### src/rtl/multicycle_ctrl_fsm_pkg.sv
// Shared encodings for the multi-cycle controller: ISA opcodes/functs, ALU and
// next-PC op codes, FSM state encoding and the instruction class type.
package multicycle_ctrl_fsm_pkg;

    localparam logic [5:0] OP_RTYPE = 6'b000000;
    localparam logic [5:0] OP_ORI   = 6'b001101;
    localparam logic [5:0] OP_LUI   = 6'b001111;
    localparam logic [5:0] OP_LW    = 6'b100011;
    localparam logic [5:0] OP_SW    = 6'b101011;
    localparam logic [5:0] OP_LB    = 6'b100000;
    localparam logic [5:0] OP_SB    = 6'b101000;
    localparam logic [5:0] OP_BEQ   = 6'b000100;
    localparam logic [5:0] OP_JAL   = 6'b000011;

    localparam logic [5:0] FN_ADD   = 6'b100000;
    localparam logic [5:0] FN_SUB   = 6'b100010;
    localparam logic [5:0] FN_JR    = 6'b001000;

    localparam logic [2:0] ALU_OR   = 3'd0;
    localparam logic [2:0] ALU_LUI  = 3'd1;
    localparam logic [2:0] ALU_ADD  = 3'd2;
    localparam logic [2:0] ALU_SUB  = 3'd3;

    localparam logic [2:0] NPC_SEQ  = 3'd0;
    localparam logic [2:0] NPC_BEQ  = 3'd1;
    localparam logic [2:0] NPC_JAL  = 3'd2;
    localparam logic [2:0] NPC_JR   = 3'd3;

    localparam logic [2:0] ST_FETCH  = 3'd0;
    localparam logic [2:0] ST_DECODE = 3'd1;
    localparam logic [2:0] ST_EXEC   = 3'd2;
    localparam logic [2:0] ST_MEM    = 3'd3;
    localparam logic [2:0] ST_WB     = 3'd4;

    typedef enum logic [2:0] {
        CLS_RTYPE,
        CLS_IMM,
        CLS_LOAD,
        CLS_STORE,
        CLS_BR,
        CLS_JR,
        CLS_JAL,
        CLS_ILL
    } insn_class_t;

endpackage

### src/rtl/multicycle_ctrl_fsm_if.sv
// Request/acknowledge port to the shared instruction+data memory.
interface multicycle_ctrl_fsm_if;
    logic mem_req;
    logic mem_we;
    logic iord;
    logic mem_ack;

    modport master (output mem_req, output mem_we, output iord, input mem_ack);
    modport slave  (input mem_req, input mem_we, input iord, output mem_ack);
endinterface

### src/rtl/multicycle_ctrl_fsm_ctrl_insn_class.sv
// Combinational opcode/funct classifier: instruction class, ALU operation,
// immediate extension, ALU operand select and byte-access flag.
module ctrl_insn_class
    import multicycle_ctrl_fsm_pkg::*;
#(
    parameter int ALUCTRL_W = 3,
    parameter bit EN_BYTE   = 1'b1
) (
    input  logic [5:0]           opcode,
    input  logic [5:0]           funct,
    output insn_class_t          cls,
    output logic [ALUCTRL_W-1:0] alu_ctrl,
    output logic                 ext_op,
    output logic                 alu_src,
    output logic                 is_byte
);

    logic [2:0] alu_code;

    always_comb begin
        cls      = CLS_ILL;
        alu_code = ALU_OR;
        ext_op   = 1'b0;
        alu_src  = 1'b0;
        is_byte  = 1'b0;
        case (opcode)
            OP_RTYPE: begin
                case (funct)
                    FN_ADD:  begin cls = CLS_RTYPE; alu_code = ALU_ADD; end
                    FN_SUB:  begin cls = CLS_RTYPE; alu_code = ALU_SUB; end
                    FN_JR:   cls = CLS_JR;
                    default: cls = CLS_ILL;
                endcase
            end
            OP_ORI: begin cls = CLS_IMM; alu_code = ALU_OR;  alu_src = 1'b1; end
            OP_LUI: begin cls = CLS_IMM; alu_code = ALU_LUI; alu_src = 1'b1; end
            OP_LW: begin
                cls = CLS_LOAD; alu_code = ALU_ADD; ext_op = 1'b1; alu_src = 1'b1;
            end
            OP_SW: begin
                cls = CLS_STORE; alu_code = ALU_ADD; ext_op = 1'b1; alu_src = 1'b1;
            end
            // Byte accesses fall through to illegal when the byte lane is not built.
            OP_LB: begin
                if (EN_BYTE) begin
                    cls = CLS_LOAD; alu_code = ALU_ADD; ext_op = 1'b1; alu_src = 1'b1;
                    is_byte = 1'b1;
                end
            end
            OP_SB: begin
                if (EN_BYTE) begin
                    cls = CLS_STORE; alu_code = ALU_ADD; ext_op = 1'b1; alu_src = 1'b1;
                    is_byte = 1'b1;
                end
            end
            OP_BEQ: begin cls = CLS_BR; alu_code = ALU_SUB; ext_op = 1'b1; end
            OP_JAL: cls = CLS_JAL;
            default: cls = CLS_ILL;
        endcase
    end

    assign alu_ctrl = ALUCTRL_W'(alu_code);

endmodule

### src/rtl/multicycle_ctrl_fsm.sv
// Multi-cycle FETCH/DECODE/EXEC/MEM/WB controller with memory timeout and a
// retired-instruction counter.
//
//  state     | meaning
//  ----------+----------------------------------------------------------
//  ST_FETCH  | instruction read from PC; on ack load IR and PC+4
//  ST_DECODE | classify IR; illegal and jal finish here
//  ST_EXEC   | ALU operation; beq and jr finish here
//  ST_MEM    | data access at ALUOut; stores finish on ack
//  ST_WB     | register write-back from ALU or MDR
module multicycle_ctrl_fsm
    import multicycle_ctrl_fsm_pkg::*;
#(
    parameter int ALUCTRL_W   = 3,
    parameter int NPC_OP_W    = 3,
    parameter int TIMEOUT_CYC = 16,
    parameter int CNT_W       = 32,
    parameter bit EN_BYTE     = 1'b1
) (
    input  logic                  clk,
    input  logic                  reset,
    input  logic [31:0]           instr,
    input  logic                  alu_zero,
    multicycle_ctrl_fsm_if.master bus,
    output logic                  ir_we,
    output logic                  pc_we,
    output logic [NPC_OP_W-1:0]   npc_op,
    output logic                  reg_we,
    output logic                  reg_dst,
    output logic                  mem_to_reg,
    output logic                  jal_sel,
    output logic                  ext_op,
    output logic                  alu_src,
    output logic [ALUCTRL_W-1:0]  alu_ctrl,
    output logic                  lb_sel,
    output logic                  sb_sel,
    output logic                  illegal,
    output logic                  bus_err,
    output logic [CNT_W-1:0]      retired
);

    localparam int TW = $clog2(TIMEOUT_CYC);

    logic [2:0]           state;
    logic [2:0]           state_nxt;
    logic                 boot;
    logic                 quiet;
    logic [TW-1:0]        tmo_cnt;
    logic [CNT_W-1:0]     retired_q;
    logic [5:0]           op_q;
    logic [5:0]           fn_q;
    logic [5:0]           op_sel;
    logic [5:0]           fn_sel;
    insn_class_t          cls;
    logic [ALUCTRL_W-1:0] cls_alu;
    logic                 cls_ext;
    logic                 cls_src;
    logic                 cls_byte;
    logic                 req_active;
    logic                 ack_ok;
    logic                 tmo_hit;
    logic                 retire;
    logic                 mem_req_c;
    logic                 mem_we_c;
    logic                 iord_c;
    logic [2:0]           npc_code;
    logic                 unused_instr_bits;

    // Outputs are held low while reset is applied and for one cycle after it.
    assign quiet = reset | boot;

    // DECODE classifies straight from the IR; later states use the copy latched there.
    assign op_sel = (state == ST_DECODE) ? instr[31:26] : op_q;
    assign fn_sel = (state == ST_DECODE) ? instr[5:0]   : fn_q;
    assign unused_instr_bits = ^instr[25:6];

    ctrl_insn_class #(
        .ALUCTRL_W (ALUCTRL_W),
        .EN_BYTE   (EN_BYTE)
    ) u_class (
        .opcode   (op_sel),
        .funct    (fn_sel),
        .cls      (cls),
        .alu_ctrl (cls_alu),
        .ext_op   (cls_ext),
        .alu_src  (cls_src),
        .is_byte  (cls_byte)
    );

    assign req_active = !quiet && (state == ST_FETCH || state == ST_MEM);
    assign ack_ok     = req_active && bus.mem_ack;
    assign tmo_hit    = req_active && !bus.mem_ack && (tmo_cnt == TW'(TIMEOUT_CYC - 1));

    always_comb begin
        state_nxt = state;
        retire    = 1'b0;
        if (!quiet) begin
            case (state)
                ST_FETCH: begin
                    if (ack_ok) state_nxt = ST_DECODE;
                    else if (tmo_hit) state_nxt = ST_FETCH;
                end
                ST_DECODE: begin
                    case (cls)
                        CLS_ILL: state_nxt = ST_FETCH;
                        CLS_JAL: begin state_nxt = ST_FETCH; retire = 1'b1; end
                        default: state_nxt = ST_EXEC;
                    endcase
                end
                ST_EXEC: begin
                    case (cls)
                        CLS_BR, CLS_JR:     begin state_nxt = ST_FETCH; retire = 1'b1; end
                        CLS_LOAD, CLS_STORE: state_nxt = ST_MEM;
                        default:             state_nxt = ST_WB;
                    endcase
                end
                ST_MEM: begin
                    if (ack_ok) begin
                        if (cls == CLS_STORE) begin
                            state_nxt = ST_FETCH;
                            retire    = 1'b1;
                        end else begin
                            state_nxt = ST_WB;
                        end
                    end else if (tmo_hit) begin
                        state_nxt = ST_FETCH;
                    end
                end
                ST_WB: begin
                    state_nxt = ST_FETCH;
                    retire    = 1'b1;
                end
                default: state_nxt = ST_FETCH;
            endcase
        end
    end

    always_ff @(posedge clk) begin
        if (reset) begin
            state     <= ST_FETCH;
            boot      <= 1'b1;
            tmo_cnt   <= '0;
            retired_q <= '0;
            op_q      <= '0;
            fn_q      <= '0;
        end else begin
            boot  <= 1'b0;
            state <= state_nxt;
            if (req_active && !bus.mem_ack && !tmo_hit) tmo_cnt <= tmo_cnt + TW'(1);
            else tmo_cnt <= '0;
            if (retire) retired_q <= retired_q + CNT_W'(1);
            if (!quiet && state == ST_DECODE) begin
                op_q <= instr[31:26];
                fn_q <= instr[5:0];
            end
        end
    end

    always_comb begin
        mem_req_c  = 1'b0;
        mem_we_c   = 1'b0;
        iord_c     = 1'b0;
        ir_we      = 1'b0;
        pc_we      = 1'b0;
        npc_code   = NPC_SEQ;
        reg_we     = 1'b0;
        reg_dst    = 1'b0;
        mem_to_reg = 1'b0;
        jal_sel    = 1'b0;
        ext_op     = 1'b0;
        alu_src    = 1'b0;
        alu_ctrl   = '0;
        lb_sel     = 1'b0;
        sb_sel     = 1'b0;
        illegal    = 1'b0;
        bus_err    = 1'b0;
        if (!quiet) begin
            case (state)
                ST_FETCH: begin
                    mem_req_c = 1'b1;
                    ir_we     = bus.mem_ack;
                    pc_we     = bus.mem_ack;
                    bus_err   = tmo_hit;
                end
                ST_DECODE: begin
                    if (cls == CLS_ILL) illegal = 1'b1;
                    if (cls == CLS_JAL) begin
                        reg_we   = 1'b1;
                        jal_sel  = 1'b1;
                        pc_we    = 1'b1;
                        npc_code = NPC_JAL;
                    end
                end
                ST_EXEC: begin
                    alu_ctrl = cls_alu;
                    ext_op   = cls_ext;
                    alu_src  = cls_src;
                    if (cls == CLS_BR) begin
                        pc_we    = alu_zero;
                        npc_code = NPC_BEQ;
                    end
                    if (cls == CLS_JR) begin
                        pc_we    = 1'b1;
                        npc_code = NPC_JR;
                    end
                end
                ST_MEM: begin
                    mem_req_c = 1'b1;
                    iord_c    = 1'b1;
                    mem_we_c  = (cls == CLS_STORE);
                    sb_sel    = (cls == CLS_STORE) && cls_byte;
                    lb_sel    = (cls == CLS_LOAD) && cls_byte;
                    bus_err   = tmo_hit;
                end
                ST_WB: begin
                    reg_we     = 1'b1;
                    reg_dst    = (cls == CLS_RTYPE);
                    mem_to_reg = (cls == CLS_LOAD);
                    lb_sel     = (cls == CLS_LOAD) && cls_byte;
                end
                default: ;
            endcase
        end
    end

    assign bus.mem_req = mem_req_c;
    assign bus.mem_we  = mem_we_c;
    assign bus.iord    = iord_c;
    assign npc_op      = NPC_OP_W'(npc_code);
    assign retired     = quiet ? '0 : retired_q;

endmodule
### src/flat_wrapper.sv
// flat-port wrapper written by rule: the top's interface ports become plain ports
module multicycle_ctrl_fsm_flat import multicycle_ctrl_fsm_pkg::*;
#(
    parameter int ALUCTRL_W   = 3,
    parameter int NPC_OP_W    = 3,
    parameter int TIMEOUT_CYC = 16,
    parameter int CNT_W       = 32,
    parameter bit EN_BYTE     = 1'b1
)
  (clk, reset, instr, alu_zero, ir_we, pc_we, npc_op, reg_we, reg_dst, mem_to_reg, jal_sel, ext_op, alu_src, alu_ctrl, lb_sel, sb_sel, illegal, bus_err, retired, bus_mem_req, bus_mem_we, bus_iord, bus_mem_ack);
  multicycle_ctrl_fsm_if bus_i ();
  input  logic clk;
  input  logic reset;
  input  logic [31:0] instr;
  input  logic alu_zero;
  output logic ir_we;
  output logic pc_we;
  output logic [NPC_OP_W-1:0] npc_op;
  output logic reg_we;
  output logic reg_dst;
  output logic mem_to_reg;
  output logic jal_sel;
  output logic ext_op;
  output logic alu_src;
  output logic [ALUCTRL_W-1:0] alu_ctrl;
  output logic lb_sel;
  output logic sb_sel;
  output logic illegal;
  output logic bus_err;
  output logic [CNT_W-1:0] retired;
  output wire logic [$bits(bus_i.mem_req)-1:0] bus_mem_req;
  output wire logic [$bits(bus_i.mem_we)-1:0] bus_mem_we;
  output wire logic [$bits(bus_i.iord)-1:0] bus_iord;
  input wire logic [$bits(bus_i.mem_ack)-1:0] bus_mem_ack;
  assign bus_mem_req = bus_i.mem_req;
  assign bus_mem_we = bus_i.mem_we;
  assign bus_iord = bus_i.iord;
  assign bus_i.mem_ack = bus_mem_ack;
  multicycle_ctrl_fsm #(.ALUCTRL_W(ALUCTRL_W), .NPC_OP_W(NPC_OP_W), .TIMEOUT_CYC(TIMEOUT_CYC), .CNT_W(CNT_W), .EN_BYTE(EN_BYTE)) u_core (.clk(clk), .reset(reset), .instr(instr), .alu_zero(alu_zero), .bus(bus_i), .ir_we(ir_we), .pc_we(pc_we), .npc_op(npc_op), .reg_we(reg_we), .reg_dst(reg_dst), .mem_to_reg(mem_to_reg), .jal_sel(jal_sel), .ext_op(ext_op), .alu_src(alu_src), .alu_ctrl(alu_ctrl), .lb_sel(lb_sel), .sb_sel(sb_sel), .illegal(illegal), .bus_err(bus_err), .retired(retired));
endmodule
### config.mk
export PLATFORM = sky130hd
export DESIGN_NAME = multicycle_ctrl_fsm_flat
export DESIGN_NICKNAME = d
export VERILOG_FILES = /design/src/rtl/multicycle_ctrl_fsm_pkg.sv /design/src/rtl/multicycle_ctrl_fsm_if.sv /design/src/rtl/multicycle_ctrl_fsm_ctrl_insn_class.sv /design/src/rtl/multicycle_ctrl_fsm.sv /design/src/flat_wrapper.sv
export SDC_FILE = /design/constraint.sdc
export NUM_CORES = 1
export LEC_CHECK = 0
export ABC_AREA = 1
export BUFFER_PORTS_ARGS = -buffer_cell sky130_fd_sc_hd__buf_2
export CAP_MARGIN = 20
export CORE_MARGIN = 10
export CORE_UTILIZATION = 49
export DETAILED_ROUTE_END_ITERATION = 8
export PLACE_DENSITY = 0.85
export SLEW_MARGIN = 20
export SYNTH_ARGS = -nofsm -noshare
export SYNTH_HDL_FRONTEND = slang
export SYNTH_HIERARCHICAL = 1
export SYNTH_SLANG_ARGS = --single-unit
### constraint.sdc
create_clock -name clk -period 2.95 [get_ports clk]
set_input_delay 0.59 -clock clk [delete_from_list [all_inputs] [get_ports clk]]
set_output_delay 0.59 -clock clk [all_outputs]
set_load 0.01 [all_outputs]
==> results.py <==
metrics = {
    "placement": {
        "numPortBuffers": 66,
        "gp_congestion": 0.949,
        "placed_area_um2": 4380,
        "dpl.hpwl_um": 8340,
    },
    "critical_path": {
        "max_stage_delay_ps": 390,
        "crit_chain": "inv_2 -> nand3_4 -> inv_6 -> buf_8 -> o21ai_0 -> inv_1 -> nor2_1 -> nand3_1 -> nand2_1 -> nor2_1 -> nor2_2 -> nand2_4 -> inv_4 -> nand3_4 -> nand2_4 -> nand2_4 -> a21oi_2 -> nor3_1 -> nor2_1 -> buf_2",
        "worst_r2r_endpoint": "u_core/retired_q[23]$_SDFFE_PP0P_",
        "crit_arrival_ps": 2930,
        "worstSetupPathType": "reg2out",
        "start_kind": "flop",
        "worstSetupEndpointType": "output port",
        "timing.rr.start": "u_core/state[1]$_SDFFE_PP0N_",
        "crit_slowest_cell": "o21ai_0",
        "required_ps": 2360,
        "crit_end": "pc_we",
        "critPathMaxFanout": 7,
        "regToRegSetupSlack_ps": -430,
        "crit_start": "u_core/state[1]$_SDFFE_PP0N_",
        "rr_worst_depth": 25,
    },
    "cells_and_area": {
        "layout_common_cells": "nand2_1, nor2_1, inv_1",
        "n_antenna_cell": 0,
        "fin_area_um2": 5390,
        "final_common_cell": "nand2_1",
        "post-route-util_pct": 73.1,
        "area_growth_pct": 42.4,
        "n_fill_cell": 513,
        "layout-drive-gt1-share_pct": 31.2,
        "final_net_count": 828,
        "register_area_um2": 1040,
        "multi_input_area_um2": 2660,
    },
    "clock_tree": {
        "htreeDepth": 2,
        "numCtsBuffers": 5,
        "clk_latency_ps": 330,
        "clockRootBuffer": "clkbuf_8",
        "cts.clk_slew.worst_paths_ps": 110,
        "cts_tree": "done",
        "cts.sinks": 52,
        "cts_hold_buf": 0,
        "cts_buffer_depth": 2,
    },
    "synthesis": {
        "ys.flop_type": "dfxtp_1",
        "netlist_area_um2": 3780,
        "synth_cell_types": 31,
        "yosysWarningCount": 6,
        "synth_nets": 706,
        "synth_edf_count": 0,
        "seq_area_frac_synth_pct": 27.5,
        "async_reset_ff_share_pct": 0,
        "ys_ff_latch": 52,
        "avgSynthCellArea_um2": 5.66,
        "synthCells": 668,
    },
    "power": {
        "powerDensity_nw_per_um2": 275,
        "max-vdd-ir-drop_mv": 0.176,
        "finalPower_mw": 1.48,
        "power.leakage_nw": 2.29,
    },
    "flow_run": {
        "cap_violations": 0,
    },
    "routing": {
        "via_per_inst": 5.88,
        "wl_per_cell_um": 18.0,
        "antenna_left": 0,
        "drt_iter0_drc": 873,
        "routed_wl_um": 16000,
        "drt-pass1-iter-count": 7,
        "num_vias": 5233,
        "drc": 0,
    },
    "floorplanning": {
        "initial_core_util_pct": 51.3,
        "io_pins": 89,
        "dieWidth_um": 108,
        "core_region_area_um2": 7370,
        "design.die.area_um2": 11600,
        "die_y_um": 108,
        "rows": 31,
    },
    "grt": {
        "grt_overflow": 0,
        "antenna_found_initial": 0,
        "grtUsageTotal_pct": 20.0,
        "grt_max_degree": 35,
        "grt_pass1_vias": 4371,
        "grt_pass1_wl_um": 19800,
    },
    "hold_path": {
        "hp-class": "reg2reg",
    },
    "timing": {
        "finalWorstSetupSlack_ps": -569,
        "setup_viol": 46,
        "skew_ps": 15.4,
        "fin_crit_sh_pct": 119,
        "finalHoldViolCount": 0,
        "min_period_ps": 3520,
        "rsz0062_at_grt": "true",
        "drv_slew": 0,
        "max_freq_mhz": 284,
    },
    "status": {
        "status": "finished with violations",
        "violations": "setup timing",
    },
}
worst min-delay path by stage:
| stage | slack (ps) | cells after the start | startpoint | end |
|---|---|---|---|---|
| 2_1_floorplan | 420 | 1 | u_core/tmo_cnt[0]$_SDFF_PP0_ | u_core/tmo_cnt[0]$_SDFF_PP0_ |
| 3_3_place_gp | 430 | 1 | u_core/tmo_cnt[0]$_SDFF_PP0_ | u_core/tmo_cnt[0]$_SDFF_PP0_ |
| 3_5_place_dp | 440 | 2 | u_core/fn_q[1]$_SDFFE_PP0P_ | u_core/fn_q[1]$_SDFFE_PP0P_ |
| 4_1_cts | 460 | 2 | u_core/fn_q[3]$_SDFFE_PP0P_ | u_core/fn_q[3]$_SDFFE_PP0P_ |
| 5_1_grt | 480 | 1 | u_core/tmo_cnt[0]$_SDFF_PP0_ | u_core/tmo_cnt[0]$_SDFF_PP0_ |
| 6_report | 460 | 2 | u_core/fn_q[3]$_SDFFE_PP0P_ | u_core/fn_q[3]$_SDFFE_PP0P_ |
report_power, final:
group | internal (mW) | switching, mW | total (mW)
Combinational | 0.0775 | 0.130 | 0.207
Sequential | 0.704 | 0.00244 | 0.707
Clock | 0.300 | 0.268 | 0.569
kinds of logic after synthesis:
group | share of synthesized area, %
DFF | 27.5
xor gates and xnor gates | 2.55
other | 0.198
and+or+nand+nor | 44.2
AOI/OAI and AO/OA | 12.3
adders and majority gates | 0.661
buffers and inverters | 12.6
flip-flops by register name, summed over array words and instances (netlist names):
signal / count
u_core/fn_q: 6
u_core/state: 3
u_core/boot: 1
u_core/retired_q: 32
u_core/tmo_cnt: 4
u_core/op_q: 6
cell usage after synthesis (3+ instances only):
cell type    n  share of area, %
nand3_1     47               6.2
inv_2        3              0.30
xor2_1      11               2.5
dfxtp_1     52                28
nor3_1       7              0.93
buf_2        4              0.53
nand2_1    194                19
nor2_1     128                13
nor2_4       3              0.89
buf_6        3              0.89
nand4_1      9               1.5
a21oi_2      8               1.9
buf_4        4              0.79
o21ai_0     35               4.6
nand2_2      4              0.66
inv_1       89               8.8
a21oi_1     37               4.9
nor2_2       3              0.50
clkbuf_1    11               1.1
final cells by class:
| type | count | share of cell area, % |
|---|---|---|
| clock buffers | 7 | 1.79 |
| clock inverters | 1 | 0.557 |
| inverters | 93 | 6.85 |
| multi-input cells | 500 | 49.4 |
| flip-flops and latches | 52 | 19.4 |
| well taps | 99 | 2.30 |
| repair buffers | 137 | 19.6 |
| repair inverters | 1 | 0.163 |
per-layer routing:
metal / vias to the layer above / wire length, µm / GRT usage, %
met4: 0 / 1270 / 6.39
li1: 2308 / - / -
met1: 2312 / 5450 / 24.0
met5: - / 0 / 0
met3: 159 / 1940 / 3.95
met2: 454 / 7330 / 34.8
critical path: cells and delay by family, from the launching register on:
family | cells | cell delay (ps)
buffers and inverters | 6 | 600
flip-flops | 1 | 340
AND/OR/NAND/NOR | 12 | 1140
AO/OA/AOI/OAI | 2 | 510
through the flow:
stage	worst slack [ps]	hold WS (ps)	std cells	TNS, ps
after floorplan	4.52	418	668	0
after global placement	-49.0	429	846	-87.1
after detailed placement	-191	443	846	-1300
after CTS	-162	459	870	-1040
after global routing	-669	478	890	-22350
final	-569	462	890	-17250
repair_timing:
item,4_1_cts,5_1_grt
cloned,0,4
setup endpoints to repair,26,46
pin swaps,21,23
gates resized for setup,58,90
buffers inserted,17,17
Power figures use the tool's default switching activity.
